### config.mk
export PLATFORM = sky130hd
export DESIGN_NAME = bcd2bin_seq
export DESIGN_NICKNAME = d
export VERILOG_FILES = /design/src/rtl/bcd2bin_seq.sv
export SDC_FILE = /design/constraint.sdc
export NUM_CORES = 1
export LEC_CHECK = 0
export CAP_MARGIN = 20
export CORE_ASPECT_RATIO = 1.25
export CORE_MARGIN = 2
export CORE_UTILIZATION = 55
export CTS_CLUSTER_DIAMETER = 60
export DETAILED_ROUTE_END_ITERATION = 6
export DONT_BUFFER_PORTS = 1
export GPL_ROUTABILITY_DRIVEN = 1
export GPL_TIMING_DRIVEN = 0
export HOLD_SLACK_MARGIN = 0.12
export PLACE_DENSITY = 0.78
export SLEW_MARGIN = 10
export SYNTH_ARGS = -nofsm -noshare
export SYNTH_HDL_FRONTEND = slang
export SYNTH_SLANG_ARGS = --single-unit
### constraint.sdc
create_clock -name clk -period 3.12 [get_ports clk]
set_input_delay 0.936 -clock clk [delete_from_list [all_inputs] [get_ports clk]]
set_output_delay 0.936 -clock clk [all_outputs]
set_load 0.01 [all_outputs]
### src/rtl/bcd2bin_seq.sv
// Sequential BCD-to-binary converter: one digit per clock, MSD first, acc = acc*10 + d.
// Start/busy/done handshake; any digit above 9 sets err and forces bin to zero.
module bcd2bin_seq #(
  parameter int unsigned DIGITS = 3,
  parameter int unsigned BIN_W  = 10
) (
  input  logic                  clk,
  input  logic                  rst_n,
  input  logic                  start,
  input  logic [4*DIGITS-1:0]   bcd,
  output logic                  busy,
  output logic                  done,
  output logic [BIN_W-1:0]      bin,
  output logic                  err
);

  localparam int unsigned BCD_W = 4 * DIGITS;
  localparam int unsigned CNT_W = (DIGITS > 1) ? $clog2(DIGITS) : 1;

  typedef enum logic {
    IDLE = 1'b0,
    CONV = 1'b1
  } state_t;

  state_t             state_q, state_d;
  logic [BCD_W-1:0]   sreg_q, sreg_d;
  logic [BIN_W-1:0]   acc_q, acc_d;
  logic [CNT_W-1:0]   cnt_q, cnt_d;
  logic               sticky_q, sticky_d;
  logic               busy_d, done_d, err_d;
  logic [BIN_W-1:0]   bin_d;

  logic [3:0]         digit_c;
  logic [BIN_W-1:0]   mac_c;
  logic               err_fin_c;
  logic               last_c;

  // Current digit and the multiply-accumulate step it feeds
  always_comb begin
    digit_c   = sreg_q[BCD_W-1 -: 4];
    mac_c     = (acc_q * BIN_W'(10)) + BIN_W'(digit_c);
    err_fin_c = sticky_q | (digit_c > 4'd9);
    last_c    = (cnt_q == CNT_W'(DIGITS - 1));
  end

  // State and datapath register
  always_ff @(posedge clk or negedge rst_n) begin
    if (!rst_n) begin
      state_q  <= IDLE;
      sreg_q   <= '0;
      acc_q    <= '0;
      cnt_q    <= '0;
      sticky_q <= 1'b0;
      busy     <= 1'b0;
      done     <= 1'b0;
      bin      <= '0;
      err      <= 1'b0;
    end else begin
      state_q  <= state_d;
      sreg_q   <= sreg_d;
      acc_q    <= acc_d;
      cnt_q    <= cnt_d;
      sticky_q <= sticky_d;
      busy     <= busy_d;
      done     <= done_d;
      bin      <= bin_d;
      err      <= err_d;
    end
  end

  // Next-state and output logic
  always_comb begin
    state_d  = state_q;
    sreg_d   = sreg_q;
    acc_d    = acc_q;
    cnt_d    = cnt_q;
    sticky_d = sticky_q;
    busy_d   = busy;
    done_d   = 1'b0;
    bin_d    = bin;
    err_d    = err;

    unique case (state_q)
      IDLE: begin
        busy_d = 1'b0;
        if (start) begin
          sreg_d   = bcd;
          acc_d    = '0;
          cnt_d    = '0;
          sticky_d = 1'b0;
          busy_d   = 1'b1;
          state_d  = CONV;
        end
      end
      CONV: begin
        acc_d    = mac_c;
        sreg_d   = sreg_q << 4;
        sticky_d = err_fin_c;
        cnt_d    = cnt_q + CNT_W'(1);
        if (last_c) begin
          bin_d   = err_fin_c ? '0 : mac_c;
          err_d   = err_fin_c;
          done_d  = 1'b1;
          busy_d  = 1'b0;
          state_d = IDLE;
        end
      end
      default: state_d = IDLE;
    endcase
  end

endmodule

==> qor_table.md <==
| Metric | Value | Unit |
| --- | --- | --- |
| Outcome | finished clean | - |
| Syn nets | 200 | - |
| Width of the die | 56.8 | µm |
| Detailed-routing iteration count for the pre-antenna-repair pass | 4 | - |
| Data arrival time at the worst-slack endpoint | 2.99 | ns |
| Maximum number of pins on one net before global-route repair | 39 | - |
| Critical register-to-register path startpoint | acc_q[1] | - |
| Wire length per cell after detailed routing | 17.5 | µm |
| Die Footprint | 3980 | µm² |
| Worst setup path startpoint | acc_q[1] | - |
| Via density | 6.04 | - |
| Number of levels the H-tree was split into | 2 | - |
| Share of post-route cells with drive strength above 1 | 7.39 | % |
| Type of the tightest min-delay check | input pin to asynchronous set/reset pin | - |
| Delay of the slowest critical-path stage | 0.42 | ns |
| Root buffer selected by CTS | clkbuf_8 | - |
| Clock tree from TritonCTS | done | - |
| Kind of start point of the critical path | register | - |
| Cell Count Post-Placement | 207 | - |
| Number of standard-cell rows in the floorplan | 24 | - |
| Minimum hold slack | 0.327 | ns |
| Switching share of total power | 39.5 | % |
| Final setup skew | 0.00599 | ns |
| Maximum fanout count along the critical path | 3 | - |
| Placed Instance Area | 1970 | µm² |
| Max-slew headroom at the worst pin | 57.1 | % |
| Clk Latency, worst-skew pair | 0.29 | ns |
| Slowest stage cell, crit path | fa_1 | - |
| Clock-pin slew on the worst setup and hold paths | 0.08 | ns |
| DRT iter0 DRCs | 20 | - |
| Mean area per synthesized cell | 11.4 | µm² |
| # Post-CTS Setup Buffers | 0 | - |
| Int Pwr | 1.58 | mW |
| Non-filler instance count after layout | 215 | - |
| HPWL after DPL | 2770 | µm |
| Number of buffers added to fix hold violations after cts | 0 | - |
| Post-detailed-routing wire length | 3760 | µm |
| Leakage Power | 1.03 | nW |
| Top FF cell, synth | dfrtp_1 | - |
| Worst-margin pin slew | 0.641 | ns |
| Total number of vias | 1299 | - |
| Unrepaired setup endpoints after global routing | no | - |
| Fraction of power consumed by combinational cells | 46.3 | % |
| Required time reported for the critical path endpoint | 3.31 | ns |
| Max Freq | 357 | MHz |
| Area leader, netlist | dfrtp_1 | - |
| Number of distinct library cell variants in the gate-level netlist after synthesis | 26 | - |
| Wire length of the first global-routing pass | 6400 | µm |
| Part of the total power dissipated in the clock network | 19.3 | % |
| Number of global-route vias before repair | 1412 | - |
| Most common cell after layout, fill and taps aside | dfrtp_1 | - |
| Gr ovfl total | 0 | - |
| Synth Register Bits | 38 | - |
| Crit path buf inv count | 0 | - |
| DRC | 0 | - |
| Initial Utilization | 56.1 | % |
| Setup TNS Final | 0 | ns |
| Number of antenna violations at the first check in global routing | 0 | - |
| Ports placed on the boundary | 28 | - |
| Share of the yosys chip area belonging to registers | 49.5 | % |
| Post-route cell area | 2110 | µm² |
| Core region area | 3420 | µm² |
| Final number of max-transition violations | 0 | - |
| Synth top area cells | dfrtp_1, ha_1, a22o_1, mux2i_1, xnor2_1 | - |
| Post-Synthesis Cell Area | 1920 | µm² |
| Final Hold Viols | 0 | - |
| Number of cells produced by synthesis | 168 | - |
| Number of buffers created by CTS | 5 | - |
| Share of the synthesized area in the top cell type | 49.5 | % |
| Final number of setup-violating endpoints | 0 | - |
| CP dominant cell by count | ha_1 | - |
| Number of routed nets with antenna violations | 0 | - |
| Number of sinks driven by the clock tree | 38 | - |
| Design Power | 2.61 | mW |
| Synth Warn # | 0 | - |
| Die height | 70.0 | µm |
| Final nets | 207 | - |
| Final critical-path required period | 2.80 | ns |
| Total global-route track usage | 21.1 | % |
| Routability cong. | 0.805 | - |
| Pwr/cell area | 1240 | nW/µm² |
| Critical setup path kind | register to register | - |
| Ratio of final minimum period to clock period | 89.8 | % |
| Layout-stage area growth over the synthesis result | 9.71 | % |
| Number of antenna cells inserted | 0 | - |
| Sequential share of power | 34.5 | % |
| Maximum count of clock buffers along a single path | 2 | - |
| Asr flop ratio synth | 100 | % |
| Maximum capacitance violations | 0 | - |
| Worst supply voltage drop on vdd | 0.768 | mV |
| Family with the most delay on the worst path | adder cells | - |
| Resized cells post-CTS | 0 | - |
| Port buffer count | 0 | - |
| Net load switching power | 1.03 | mW |
| Commonest non-fill, non-tap cells in the layout | dfrtp_1, a22o_1, ha_1 | - |
| Number of enable flip-flop cells after synthesis | 0 | - |
| Sequence of cells on the critical path | ha_1, ha_1, fa_1, a21o_1, a21oi_1, xor2_1, nor3_2, xnor3_1, a22o_1 | - |
| Crit path capture type | register | - |
cell usage after synthesis, types with 2 or more instances:
cell type / instances
o21ai_0: 12
dfrtp_1: 38
a21oi_1: 4
fa_1: 2
clkbuf_1: 7
nand2_1: 13
a21o_1: 3
a22o_1: 17
o21a_1: 2
xnor2_1: 9
mux2i_1: 13
xor2_1: 2
inv_1: 8
nor2_1: 12
ha_1: 15
worst paths after layout:
kind                              endpoint  slack (ns)  depth (start not counted)
max in group asynchronous        sreg_q[5]        2.71                          0
worst max register to register      bin[9]        0.32                          9
worst min-delay path                bin[3]        0.33                          0
worst min register to register  sreg_q[10]        0.50                          2
min in group clk                sreg_q[10]        0.50                          2
worst max-delay path                bin[9]        0.32                          9
power by group through the flow:
stage	registers (mW)	clock network [mW]	logic [mW]
floorplan	0.850	0	0.977
global placement	0.898	0	1.14
detailed placement	0.909	0	1.21
CTS	0.900	0.509	1.22
global route	0.920	0.535	1.35
finish	0.901	0.504	1.21
layout make-up:
class                   instances  area, µm²
plain buffers                   8       31.3
clock buffers                   5       68.8
clock inverters                 3       68.8
fillers                       282       1320
inverters                       8       30.0
multi-input cells             114        907
flip-flops and latches         38        951
well taps                      39       48.8
cells by family after synthesis:
family / count (synthesis) / share of synthesized area (%)
buffers and inverters: 16 / 3.19
xor gates and xnor gates: 12 / 6.19
AOI/OAI and AO/OA: 41 / 15.2
DFF: 38 / 49.5
adders and majority gates: 17 / 11.9
and+or+nand+nor: 31 / 7.24
muxes: 13 / 6.78
flip-flops by register name (all words and copies together), names as in the netlist:
signal and cells:
state_q 1, acc_q 9, sreg_q 12, cnt_q 2
busy 1, sticky_q 1, err 1, done 1
bin 10
stage by stage:
step	util, %	worst slack (ns)
6_report	61.5	0.318
5_1_grt	61.5	0.217
4_1_cts	61.5	0.324
3_5_place_dp	57.5	0.331
3_3_place_gp	57.5	0.384
2_1_floorplan	-	0.539
metal layers:
metal | routed length (µm) | share of wire [%] | GRT usage [%]
met1 | 1550 | 41 | 25.0
met3 | 150 | 4.0 | 5.93
met4 | 79 | 2.1 | 6.98
met2 | 1980 | 53 | 36.6
met5 | 0 | 0 | 0
(Power assumes the default switching activity.)
